`src/rtl/phy_tx_pkg.sv`:
```
// Shared types and helpers for the phy_tx_stripe transmit un-striper.
package phy_tx_pkg;

  typedef enum logic {
    ST_IDLE = 1'b0,
    ST_SEND = 1'b1
  } state_e;

  localparam logic [7:0] IDLE_SYM_DEFAULT = 8'hBC;

  // Width of a lane index; never narrower than one bit.
  function automatic int unsigned lane_w(input int unsigned lanes);
    return (lanes > 1) ? $clog2(lanes) : 1;
  endfunction

endpackage

```
`src/rtl/phy_tx_lane_fifo.sv`:
```
// Per-lane FIFO: push refused when full, no empty bypass, head word always visible on dout.
module phy_tx_lane_fifo #(
  parameter int unsigned DATA_W = 8,
  parameter int unsigned DEPTH  = 4
) (
  input  logic                        clk,
  input  logic                        reset_L,
  input  logic                        push,
  input  logic                        pop,
  input  logic [DATA_W-1:0]           din,
  output logic [DATA_W-1:0]           dout,
  output logic [$clog2(DEPTH):0]      count,
  output logic                        full
);

  localparam int unsigned AW = (DEPTH > 1) ? $clog2(DEPTH) : 1;
  localparam int unsigned CW = $clog2(DEPTH) + 1;

  logic [DATA_W-1:0] mem_q [DEPTH];
  logic [DATA_W-1:0] mem_d [DEPTH];
  logic [AW-1:0]     wr_q, wr_d;
  logic [AW-1:0]     rd_q, rd_d;
  logic [CW-1:0]     cnt_q, cnt_d;
  logic              push_ok;
  logic              pop_ok;

  assign full  = (cnt_q == CW'(DEPTH));
  assign count = cnt_q;
  assign dout  = mem_q[rd_q];

  always_comb begin
    mem_d   = mem_q;
    wr_d    = wr_q;
    rd_d    = rd_q;
    cnt_d   = cnt_q;
    push_ok = push && !full;
    pop_ok  = pop && (cnt_q != '0);
    if (push_ok) begin
      mem_d[wr_q] = din;
      wr_d        = wr_q + AW'(1);
    end
    if (pop_ok) begin
      rd_d = rd_q + AW'(1);
    end
    case ({push_ok, pop_ok})
      2'b10:   cnt_d = cnt_q + CW'(1);
      2'b01:   cnt_d = cnt_q - CW'(1);
      default: cnt_d = cnt_q;
    endcase
  end

  // Storage carries no reset; validity is tracked by the pointers and count.
  always_ff @(posedge clk) begin
    mem_q <= mem_d;
  end

  always_ff @(posedge clk or negedge reset_L) begin
    if (!reset_L) begin
      wr_q  <= '0;
      rd_q  <= '0;
      cnt_q <= '0;
    end else begin
      wr_q  <= wr_d;
      rd_q  <= rd_d;
      cnt_q <= cnt_d;
    end
  end

endmodule

```
`src/rtl/phy_tx_stripe.sv`:
```
// Transmit un-striper: LANES per-lane FIFOs drained as gapless frames, one word per cycle.
// Build option PHY_TX_IDLE_EN: drive IDLE_SYM on data_out whenever valid_out is low.
module phy_tx_stripe
  import phy_tx_pkg::*;
#(
  parameter int unsigned      LANES    = 4,
  parameter int unsigned      DATA_W   = 8,
  parameter int unsigned      DEPTH    = 4,
  parameter logic [DATA_W-1:0] IDLE_SYM = DATA_W'(IDLE_SYM_DEFAULT)
) (
  input  logic                        clk,
  input  logic                        reset_L,
  input  logic [LANES*DATA_W-1:0]     data_in,
  input  logic [LANES-1:0]            valid_in,
  output logic [LANES-1:0]            ready_out,
  output logic [DATA_W-1:0]           data_out,
  output logic                        valid_out,
  output logic [lane_w(LANES)-1:0]    lane_out,
  output logic [LANES-1:0]            overflow
);

  localparam int unsigned LW = lane_w(LANES);
  localparam int unsigned CW = $clog2(DEPTH) + 1;
`ifdef PHY_TX_IDLE_EN
  localparam logic IDLE_EN = 1'b1;
`else
  localparam logic IDLE_EN = 1'b0;
`endif
  localparam logic [DATA_W-1:0] RST_DATA = IDLE_EN ? IDLE_SYM : '0;

  state_e            state_q, state_d;
  logic [LW-1:0]     ptr_q, ptr_d;
  logic [DATA_W-1:0] data_q, data_d;
  logic              valid_q, valid_d;
  logic [LW-1:0]     lane_q, lane_d;
  logic [LANES-1:0]  ovf_q, ovf_d;

  logic [LANES-1:0]  push;
  logic [LANES-1:0]  pop;
  logic [LANES-1:0]  full;
  logic [DATA_W-1:0] head [LANES];
  logic [CW-1:0]     cnt  [LANES];
  logic              all_ge1;
  logic              front_ge1;
  logic              last_ge2;
  logic              pop_en;
  logic [LW-1:0]     pop_lane;

  assign ready_out = ~full;
  assign push      = valid_in & ~full;
  assign data_out  = data_q;
  assign valid_out = valid_q;
  assign lane_out  = lane_q;
  assign overflow  = ovf_q;

  for (genvar g = 0; g < LANES; g++) begin : g_lane
    phy_tx_lane_fifo #(
      .DATA_W(DATA_W),
      .DEPTH (DEPTH)
    ) u_fifo (
      .clk    (clk),
      .reset_L(reset_L),
      .push   (push[g]),
      .pop    (pop[g]),
      .din    (data_in[g*DATA_W +: DATA_W]),
      .dout   (head[g]),
      .count  (cnt[g]),
      .full   (full[g])
    );
  end

  // Frame readiness; the last lane needs a second word to chain a frame because its head is popped now.
  always_comb begin
    front_ge1 = 1'b1;
    for (int i = 0; i < LANES - 1; i++) begin
      if (cnt[i] == '0) front_ge1 = 1'b0;
    end
    all_ge1  = front_ge1 && (cnt[LANES-1] != '0);
    last_ge2 = (cnt[LANES-1] >= CW'(2));
  end

  always_ff @(posedge clk or negedge reset_L) begin
    if (!reset_L) begin
      state_q <= ST_IDLE;
      ptr_q   <= '0;
      data_q  <= RST_DATA;
      valid_q <= 1'b0;
      lane_q  <= '0;
      ovf_q   <= '0;
    end else begin
      state_q <= state_d;
      ptr_q   <= ptr_d;
      data_q  <= data_d;
      valid_q <= valid_d;
      lane_q  <= lane_d;
      ovf_q   <= ovf_d;
    end
  end

  always_comb begin
    state_d = state_q;
    case (state_q)
      ST_IDLE: if (all_ge1) state_d = ST_SEND;
      ST_SEND: if ((ptr_q == LW'(LANES - 1)) && !(front_ge1 && last_ge2)) state_d = ST_IDLE;
      default: state_d = ST_IDLE;
    endcase
  end

  // Lane 0 is popped on the cycle the frame is recognised so it lands in the output register at once.
  always_comb begin
    pop      = '0;
    pop_en   = 1'b0;
    pop_lane = '0;
    ptr_d    = '0;
    data_d   = IDLE_EN ? IDLE_SYM : data_q;
    valid_d  = 1'b0;
    lane_d   = lane_q;
    ovf_d    = ovf_q | (valid_in & full);
    case (state_q)
      ST_IDLE: pop_en = all_ge1;
      ST_SEND: begin
        pop_en   = 1'b1;
        pop_lane = ptr_q;
      end
      default: pop_en = 1'b0;
    endcase
    if (pop_en) begin
      pop[pop_lane] = 1'b1;
      data_d        = head[pop_lane];
      valid_d       = 1'b1;
      lane_d        = pop_lane;
      ptr_d         = (pop_lane == LW'(LANES - 1)) ? '0 : pop_lane + LW'(1);
    end
  end

endmodule

```
`config.mk`:
```
export PLATFORM = sky130hd
export DESIGN_NAME = phy_tx_stripe
export DESIGN_NICKNAME = d
export VERILOG_FILES = /design/src/rtl/phy_tx_pkg.sv /design/src/rtl/phy_tx_lane_fifo.sv /design/src/rtl/phy_tx_stripe.sv
export SDC_FILE = /design/constraint.sdc
export NUM_CORES = 1
export LEC_CHECK = 0
export ABC_CLOCK_PERIOD_IN_PS = 3400
export CAP_MARGIN = 10
export CELL_PAD_IN_SITES_DETAIL_PLACEMENT = 1
export CELL_PAD_IN_SITES_GLOBAL_PLACEMENT = 1
export CORE_MARGIN = 2
export CORE_UTILIZATION = 45
export CTS_CLUSTER_DIAMETER = 60
export CTS_CLUSTER_SIZE = 16
export DETAILED_ROUTE_END_ITERATION = 10
export PLACE_DENSITY = 0.73
export SYNTH_ARGS = -nofsm -noshare
export SYNTH_HDL_FRONTEND = slang
export SYNTH_SLANG_ARGS = --single-unit
export TNS_END_PERCENT = 5
```
`constraint.sdc`:
```
create_clock -name clk -period 3.4 [get_ports clk]
set_clock_uncertainty 0.05 [all_clocks]
set_input_delay 0.85 -clock clk [delete_from_list [all_inputs] [get_ports clk]]
set_output_delay 0.85 -clock clk [all_outputs]
set_load 0.03 [all_outputs]
```
# Word level (Yosys, flattened, before mapping)
# Index checks and enable logic that the tools add are counted.
# classes
reduce_logical	32
addsub	17
order_cmp	16
bitwise_logic	14
eq_ne	14
muxes	45
# op_table
cell	count
$bwmux W32	4
$mux W8	14
$bmux W8 S2	5
$demux W8 S2	4
$ge A3 B3 Y1 const B	9
$not A2 Y3	9
$pmux W3 S2	4
$add A2 B1 Y2 const B	9
$logic_and A1 B1 Y1	16
$add A3 B1 Y3 const B	4
$eq A2 B2 Y1 const B	6
$eq A3 B3 Y1 const B	4
$lt A3 B1 Y1 const B	4
$reduce_bool A3 Y1	4
$sub A3 B1 Y3 const B	4
$logic_not A3 Y1	3
$and A4 B4 Y4	2
$eq A2 B1 Y1 const B	4
$reduce_bool A2 Y1	4
$mux W1	7
$mux W2	3
$logic_not A1 Y1	5
$mux W4	1
$not A4 Y4	1
other kinds (7)	8
# word_totals
inputBits	38
register_bits	174
elab_cells	172
output_inout_bits	19

# Logic depth before layout (Yosys ltp)
# Gate-level depths: netlist (run 1).
# logic_depth
depth_word	10
depth_mapped	12
mapped_depth_nobuf	10

# Modules after synthesis
# Synthesis (run 1) repeated with hierarchy kept, for this count alone.
# unflattened
hier_cells	420
hier_area_um2	7369.6
# modules_own_cells
module	seq_area_each_um2	cells_each	instances	area_per_inst_um2
phy_tx_lane_fifo	1136.1	78	4	1580.3
phy_tx_stripe	450.4	108	1	1048.5

# Worst setup path before layout (run 1)
# Ideal clock, no wire load.
# synth_path
path_kind	reg2reg
from	reg state_q
to	reg g_lane[3].u_fifo.cnt_q[2]
setup_slack_ns	1.040
synth_period_minus_slack_ns	2.360
path_stages_with_launch	13
t_required_ns	3.271
setup_ns	0.079
t_arrival_ns	2.231
path_cell_list	dfrtp_1 -> buf_2 -> clkbuf_1 -> nand2_1 -> inv_1 -> ha_1 -> and3_2 -> ha_1 -> inv_1 -> fa_1 -> xor2_1 -> nor2_1 -> xor2_1
# synth_between
elab_chain_cells	9
# synth_rtl
element	line	source
start: declaration	phy_tx_stripe.sv:31	state_e state_q, state_d;
start signal: assignment	phy_tx_stripe.sv:91	state_q <= state_d;
$mux W2 (*)	phy_tx_stripe.sv:119	case (state_q)
via pop_lane[0]	phy_tx_stripe.sv:47	logic [LW-1:0] pop_lane;
$lt A2 B3 Y1 (not written as such) or $ge A2 B1 Y1 (tied branches)	phy_tx_stripe.sv:128	pop[pop_lane] = 1'b1;
$logic_and A1 B1 Y1 (not written as such)	phy_tx_stripe.sv:128	
$mux W1 (not written as such)	phy_tx_stripe.sv:128	
$demux W1 S2 (*)	phy_tx_stripe.sv:128	
$mux W4 (*)	phy_tx_stripe.sv:127	if (pop_en) begin
$logic_and A1 B1 Y1 (*)	phy_tx_lane_fifo.sv:37	pop_ok = pop && (cnt_q != '0);
via g_lane[3].u_fifo.pop_ok	phy_tx_lane_fifo.sv:25	logic pop_ok;
$eq A2 B1 Y1 or $eq A2 B2 Y1 (tied branches)	phy_tx_lane_fifo.sv:45	case ({push_ok, pop_ok})
$pmux W3 S2 or $reduce_bool A2 Y1 (tied branches)	n/a	
end signal: assignment	phy_tx_lane_fifo.sv:65	cnt_q <= cnt_d;
end: declaration	phy_tx_lane_fifo.sv:23	logic [CW-1:0] cnt_q, cnt_d;
# Mark *: on every way through the listed nets, which the timed path passes. The rest lies on a longest branch.
# A chain may end at the register's enable or synchronous reset.

# Worst setup path after layout (run 1)
# layout_path
from	reg g_lane[3].u_fifo.cnt_q[1]
to	out ready_out[3]
# layout_between
elab_chain_cells	2
# layout_rtl
element	line	source
$eq A3 B3 Y1	phy_tx_lane_fifo.sv:27	assign full = (cnt_q == CW'(DEPTH));
$not A4 Y4	phy_tx_stripe.sv:49	assign ready_out = ~full;
end: declaration	phy_tx_stripe.sv:15	output logic [LANES-1:0] ready_out,
# No other way between the ends.

==> results of run 1 <==
-- state kept, by name (all words and copies together), names as in the netlist --
name	flops
g_lane.u_fifo.mem_q	128
g_lane.u_fifo.wr_q	8
lane_out	2
state_q	1
g_lane.u_fifo.rd_q	8
overflow	4
ptr_q	2
g_lane.u_fifo.count	12
data_out	8
valid_out	1
-- synth_stat cells (3+ instances only) --
cell type  count  area (um2)
a31o_2         4       35.03
a31oi_1        9       56.30
and3_1        16       100.1
and3_2         4       30.03
and4b_1        8       80.08
buf_2          7       35.03
clkbuf_1       5       18.77
dfrtp_1       46        1151
edfxtp_1     128        3844
fa_1           4       80.08
ha_1          24       300.3
inv_1         23       86.33
mux2_2         4       45.04
mux2i_1       33       330.3
mux4_2        16       360.4
nand2_1       17       63.81
nand3_1        3       15.01
nor2_1        21       78.83
nor3_1         8       40.04
o21ai_0       11       55.05
o22ai_1       16       100.1
xnor2_1        9       78.83
xor2_1        15       131.4
-- how the worst min path moves through the flow --
stage | endpoint | depth (start not counted)
detailed placement | overflow[3]$_DFF_PN0_ | 1
finish | overflow[3]$_DFF_PN0_ | 1
floorplan | g_lane[3].u_fifo.rd_q[0]$_DFFE_PN0P_ | 1
CTS | overflow[3]$_DFF_PN0_ | 1
global route | overflow[3]$_DFF_PN0_ | 1
global placement | overflow[3]$_DFF_PN0_ | 1
-- routing by layer --
| metal | global-route usage | wire, um |
|---|---|---|
| met5 | 0 | 0 |
| met4 | 0.08152 | 342 |
| met3 | 0.03858 | 372 |
| met2 | 0.3196 | 7697 |
| met1 | 0.2389 | 6892 |
-- cell families (layout without fill, tap and decap cells) --
group	count (synthesis)	in the layout
and+or+nand+nor	87	87
xor gates and xnor gates	24	24
muxes	53	53
DFF	174	174
AOI/OAI and AO/OA	42	42
adders and majority gates	28	28
buffers and inverters	39	114
-- worst max-delay path: cells and delay by family (launching register included) --
kind,cells,cell delay (ns)
flip-flops,1,0.42
AND/OR/NAND/NOR,2,0.42
buffers and inverters,1,0.64
-- power groups by stage --
stage	clock (mW)	combinational, mW	sequential, mW
2_1_floorplan	0	1.89	3.34
3_3_place_gp	0	2.52	3.51
3_5_place_dp	0	2.63	3.55
4_1_cts	1.96	2.66	3.51
5_1_grt	2.04	2.86	3.59
6_report	1.92	2.61	3.50
-- final cells by class --
cell class | instances | area [um2]
Fill cell | 1483 | 7217
Sequential cell | 174 | 4995
Multi-Input combinational cell | 234 | 2102
Timing Repair Buffer | 58 | 570.5
Clock buffer | 20 | 436.7
Tap cell | 216 | 270.3
Clock inverter | 12 | 143.9
Inverter | 24 | 92.59
-- metrics by stage --
| stage | util | power [mW] |
|---|---|---|
| 4_1_cts | 0.5440 | 8.137 |
| 3_5_place_dp | 0.5074 | 6.181 |
| 5_1_grt | 0.5440 | 8.501 |
| 2_1_floorplan | - | 5.232 |
| 3_3_place_gp | 0.5074 | 6.029 |
| 6_report | 0.5440 | 8.035 |
==> metrics.csv, run 1 <==
metric,value,unit
r2r_slack,0.67,ns
hold_ws,0.4202,ns
p_leak,3.274,nW
yosysUniqueCellTypes,35,
cts-hold-fix-buffers,0,
ctsRootBufferMaster,clkbuf_16,
muxShareOfSynthArea,0.1012,
antenna_cells,0,
dr_total_vias,3950,
wire_per_inst,20.74,um
antenna_found_initial,0,
area_growth,18.39,%
ctsResizeCount,0,
synthesis.area,7273,um2
initial_utilization,0.4595,
synth_fa_ha_area_frac,0.05230,
crit_path_end_kind,output pin,
grt_max_degree,36,
firstDrtPassIters,4,
post_cts_buffers,0,
grt_pass1_vias,4356,
crit_chain,nor2_1 -> nand2_1 -> clkdlybuf4s50_1,
routed_wl,15300,um
grt_pass1_wl,24260,um
place.gp.congestion,0.7663,
rows,46,
dp_hpwl,10730,um
ys_ff_latch,174,
layout-drive-gt1-share,0.1207,
place_area,8030,um2
reg2reg_depth,8,
hp-start,overflow[3]$_DFF_PN0_,
postSynthNetCount,513,
die_h,131.1,um
slowest_stage,clkdlybuf4s50_1,
drc_errors,0,
p_int,5.261,mW
hold_viol,0,
synth_top_family_by_area,multiplexers,
async_flop_share,0.2644,
worstMarginPinSlew,0.9505,ns
fin_crit_sh,0.8240,
grt_setup_unrepaired,false,
ys_seq_area_frac,0.6867,
r2r-start,g_lane[1].u_fifo.count[2]$_DFFE_PN0P_,
setup_violations,0,
synth_cells,447,
drv_cap,0,
initialDrtViolationCount,246,
cts.clk_slew.worst_paths,0.06,ns
drv_slew,0,
path_class,reg2out,
fin_cells,738,
core_area,15830,um2
critPathCapture,ready_out[3],
min_period,2.802,ns
io_buffer_count,56,
final_area,8611,um2
switchingPower,2.774,mW
insertion_delay,0.42,ns
reg2reg_to,g_lane[3].u_fifo.count[1]$_DFFE_PN0P_,
start_kind,register,
synth_compound_area_frac,0.03888,
crit_path_max_incr_delay,0.64,ns
placed_cells,706,
status,"finished, final reports clean",
syn_area_per_cell,16.27,um2
crit_required,2.50,ns
yosys_warnings,0,
viasPerCell,5.352,
htree_levels,4,
power.share.clock,0.239,
synthSimpleGateAreaFrac,0.06778,
io_pins,57,
nets,575,
crit_start,g_lane[3].u_fifo.count[1]$_DFFE_PN0P_,
min_path_type,reg2reg,
cts_tree,yes,
maxSlewHeadroom,0.3663,
die_x,131.1,um
grt.overflow.total,0,
crit_arrival,1.90,ns
layout_commonest_cell,edfxtp_1,
die-area,17200,um2
fin_ws,0.5983,ns
ys.flop_type,edfxtp_1,
switching_share,0.3452,
cts_max_path_buffers,2,
power_frac_comb,0.325,
ir_drop,0.0004154,V
synth_edf_count,128,
final_cell_mix,"edfxtp_1, clkdlybuf4s50_1, dfrtp_1, mux2i_1, ha_1",
cts_buffers,17,
powerDensity,933.1,nW/um2
cp_max_fo,6,
pre_cts_ws,0.6312,ns
max_freq,356.9,MHz
tns,0,ns
pwr-share-seq,0.436,
ant_nets,0,
synth_xor_area_frac,0.02890,
clkSinkCount,174,
track_usage,0.1893,
Note: power is estimated with default switching activity, not from simulation.
==> inputs of run 2 (changes only) <==
ABC_CLOCK_PERIOD_IN_PS = 2400   (was 3400)
PLACE_DENSITY = 0.76   (was 0.73)
clock period = 2.4 ns   (was 3.4 ns; I/O delays follow)
==> metrics.csv, run 2 (synthesized netlist as in run 1, its figures left out) <==
metric,value,unit
initial_utilization,0.4595,
hold_viol,0,
worstMarginPinSlew,0.6263,ns
routed_wl,15890,um
fin_util,0.5636,
core_area,15830,um2
grt.overflow.total,0,
p_leak,3.442,nW
multi_input_comb_area,2145,um2
grt_pass1_vias,4493,
wire_per_inst,20.71,um
crit_required,2.67,ns
hold_ws,0.1234,ns
start_kind,register,
antenna_cells,0,
dp_hpwl,10920,um
seq_area,4996,um2
cts_max_path_buffers,2,
rows,46,
io_pins,57,
reg2reg_depth,10,
firstDrtPassIters,4,
n_fill_cell,1481,
grt_max_degree,25,
htree_levels,4,
powerDensity,1352,nW/um2
largest_reg_flops,128,
min_path_type,in2async,
setup_violations,0,
cts_buffers,17,
die-area,17200,um2
min_period,2.348,ns
drv_slew,0,
place.gp.congestion,0.7543,
final_cell_mix,"edfxtp_1, clkdlybuf4s50_1, dfrtp_1, mux2i_1, buf_4",
fin_crit_sh,0.9784,
top_register,g_lane.u_fifo.mem_q,
area_growth,22.66,%
clkSinkCount,174,
cts_tree,yes,
layout-drive-gt1-share,0.1978,
power,12.06,mW
initialDrtViolationCount,268,
antenna_found_initial,0,
cp_max_fo,7,
path_class,reg2reg,
cts.clk_slew.worst_paths,0.07,ns
viasPerCell,5.295,
insertion_delay,0.44,ns
tns,0,ns
io_buffer_count,56,
ir_drop,0.0006859,V
crit_path_end_kind,register,
cts-hold-fix-buffers,0,
status,"finished, final reports clean",
max_freq,425.9,MHz
drv_cap,0,
ant_nets,0,
drc_errors,0,
maxSlewHeadroom,0.5825,
layout_commonest_cell,edfxtp_1,
die_h,131.1,um
crit_arrival,2.62,ns
grt_pass1_wl,25270,um
die_x,131.1,um
track_usage,0.1955,
dr_total_vias,4061,
grt_setup_unrepaired,true,
nets,604,
ctsRootBufferMaster,clkbuf_16,
run 2: cell types whose count changed in the layout (fill, tap and decap cells not counted), moves of 3 or more:
cell             previous run  this run
o21ai_0                    11         8
ha_1                       24        20
clkbuf_1                    3         0
buf_4                       2        29
clkdlybuf4s50_1            55        51
clkbuf_2                    0         3
o21ai_1                     0         3
ha_2                        0         3
run 2: worst max-delay path, stage by stage (launching register included):
cell and delay (ns):
dfrtp_1 0.38, or3_4 0.42, a41oi_4 0.26, inv_4 0.08, and3_2 0.24, ha_2 0.20, inv_1 0.07, fa_1 0.18
xor2_1 0.15, nor2_1 0.07, xor2_1 0.14
run 2: report_power, final:
part	switching [mW]	internal (mW)	leakage (nW)	total [mW]
sequential	0.508	4.15	1.70	4.66
clock	1.15	1.74	0.301	2.89
combinational	2.48	2.03	1.44	4.51
run 2: routing by layer:
metal / wire, um / up-vias / GRT usage
li1: - / 1876 / -
met1: 6886 / 2098 / 0.2453
met2: 8226 / 65 / 0.3345
met3: 470 / 22 / 0.04282
met4: 305 / 0 / 0.07307
met5: 0 / - / 0
run 2: final cells by class:
cell class,instances,share of cell area
clock buffers,17,0.04769
clock inverters,15,0.02174
inverters,24,0.01038
multi-input cells,234,0.2404
flip-flops and latches,174,0.5600
well taps,216,0.03029
repair buffers,87,0.08948
run 2: path summary, 6_finish.rpt:
| kind | startpoint | slack [ns] | to |
|---|---|---|---|
| min in group clk | g_lane[2].u_fifo.rd_q[1]$_DFFE_PN0P_ | 0.43 | g_lane[2].u_fifo.rd_q[1]$_DFFE_PN0P_ |
| min reg2reg | g_lane[2].u_fifo.rd_q[1]$_DFFE_PN0P_ | 0.43 | g_lane[2].u_fifo.rd_q[1]$_DFFE_PN0P_ |
| max | g_lane[3].u_fifo.count[0]$_DFFE_PN0P_ | 0.05 | g_lane[2].u_fifo.count[2]$_DFFE_PN0P_ |
| min | reset_L | 0.12 | overflow[0]$_DFF_PN0_ |
| max reg2reg | g_lane[3].u_fifo.count[0]$_DFFE_PN0P_ | 0.05 | g_lane[2].u_fifo.count[2]$_DFFE_PN0P_ |
| max in group asynchronous | reset_L | 1.61 | state_q$_DFF_PN0_ |
run 2: metrics by stage:
stage	instance area, um2	cells	setup slack [ns]
after floorplan	7273	447	0.03958
after global placement	8258	733	0.07712
after detailed placement	8258	733	-0.03390
after CTS	8877	765	-0.08404
after global routing	8921	767	-0.05071
final	8921	767	0.05178
run 2: what timing repair did:
item | in CTS | in global routing
resized for setup | 9 | 18
hold endpoints to repair | 0 | 0
buffers inserted | 0 | 2
pin swaps | 1 | 7
setup endpoints to repair | 12 | 12
==> inputs of run 3 (changes only) <==
CAP_MARGIN = 0   (was 10)
==> results of run 3 <==
Same layout as run 2: the final DEF is identical, and so are final timing and power.
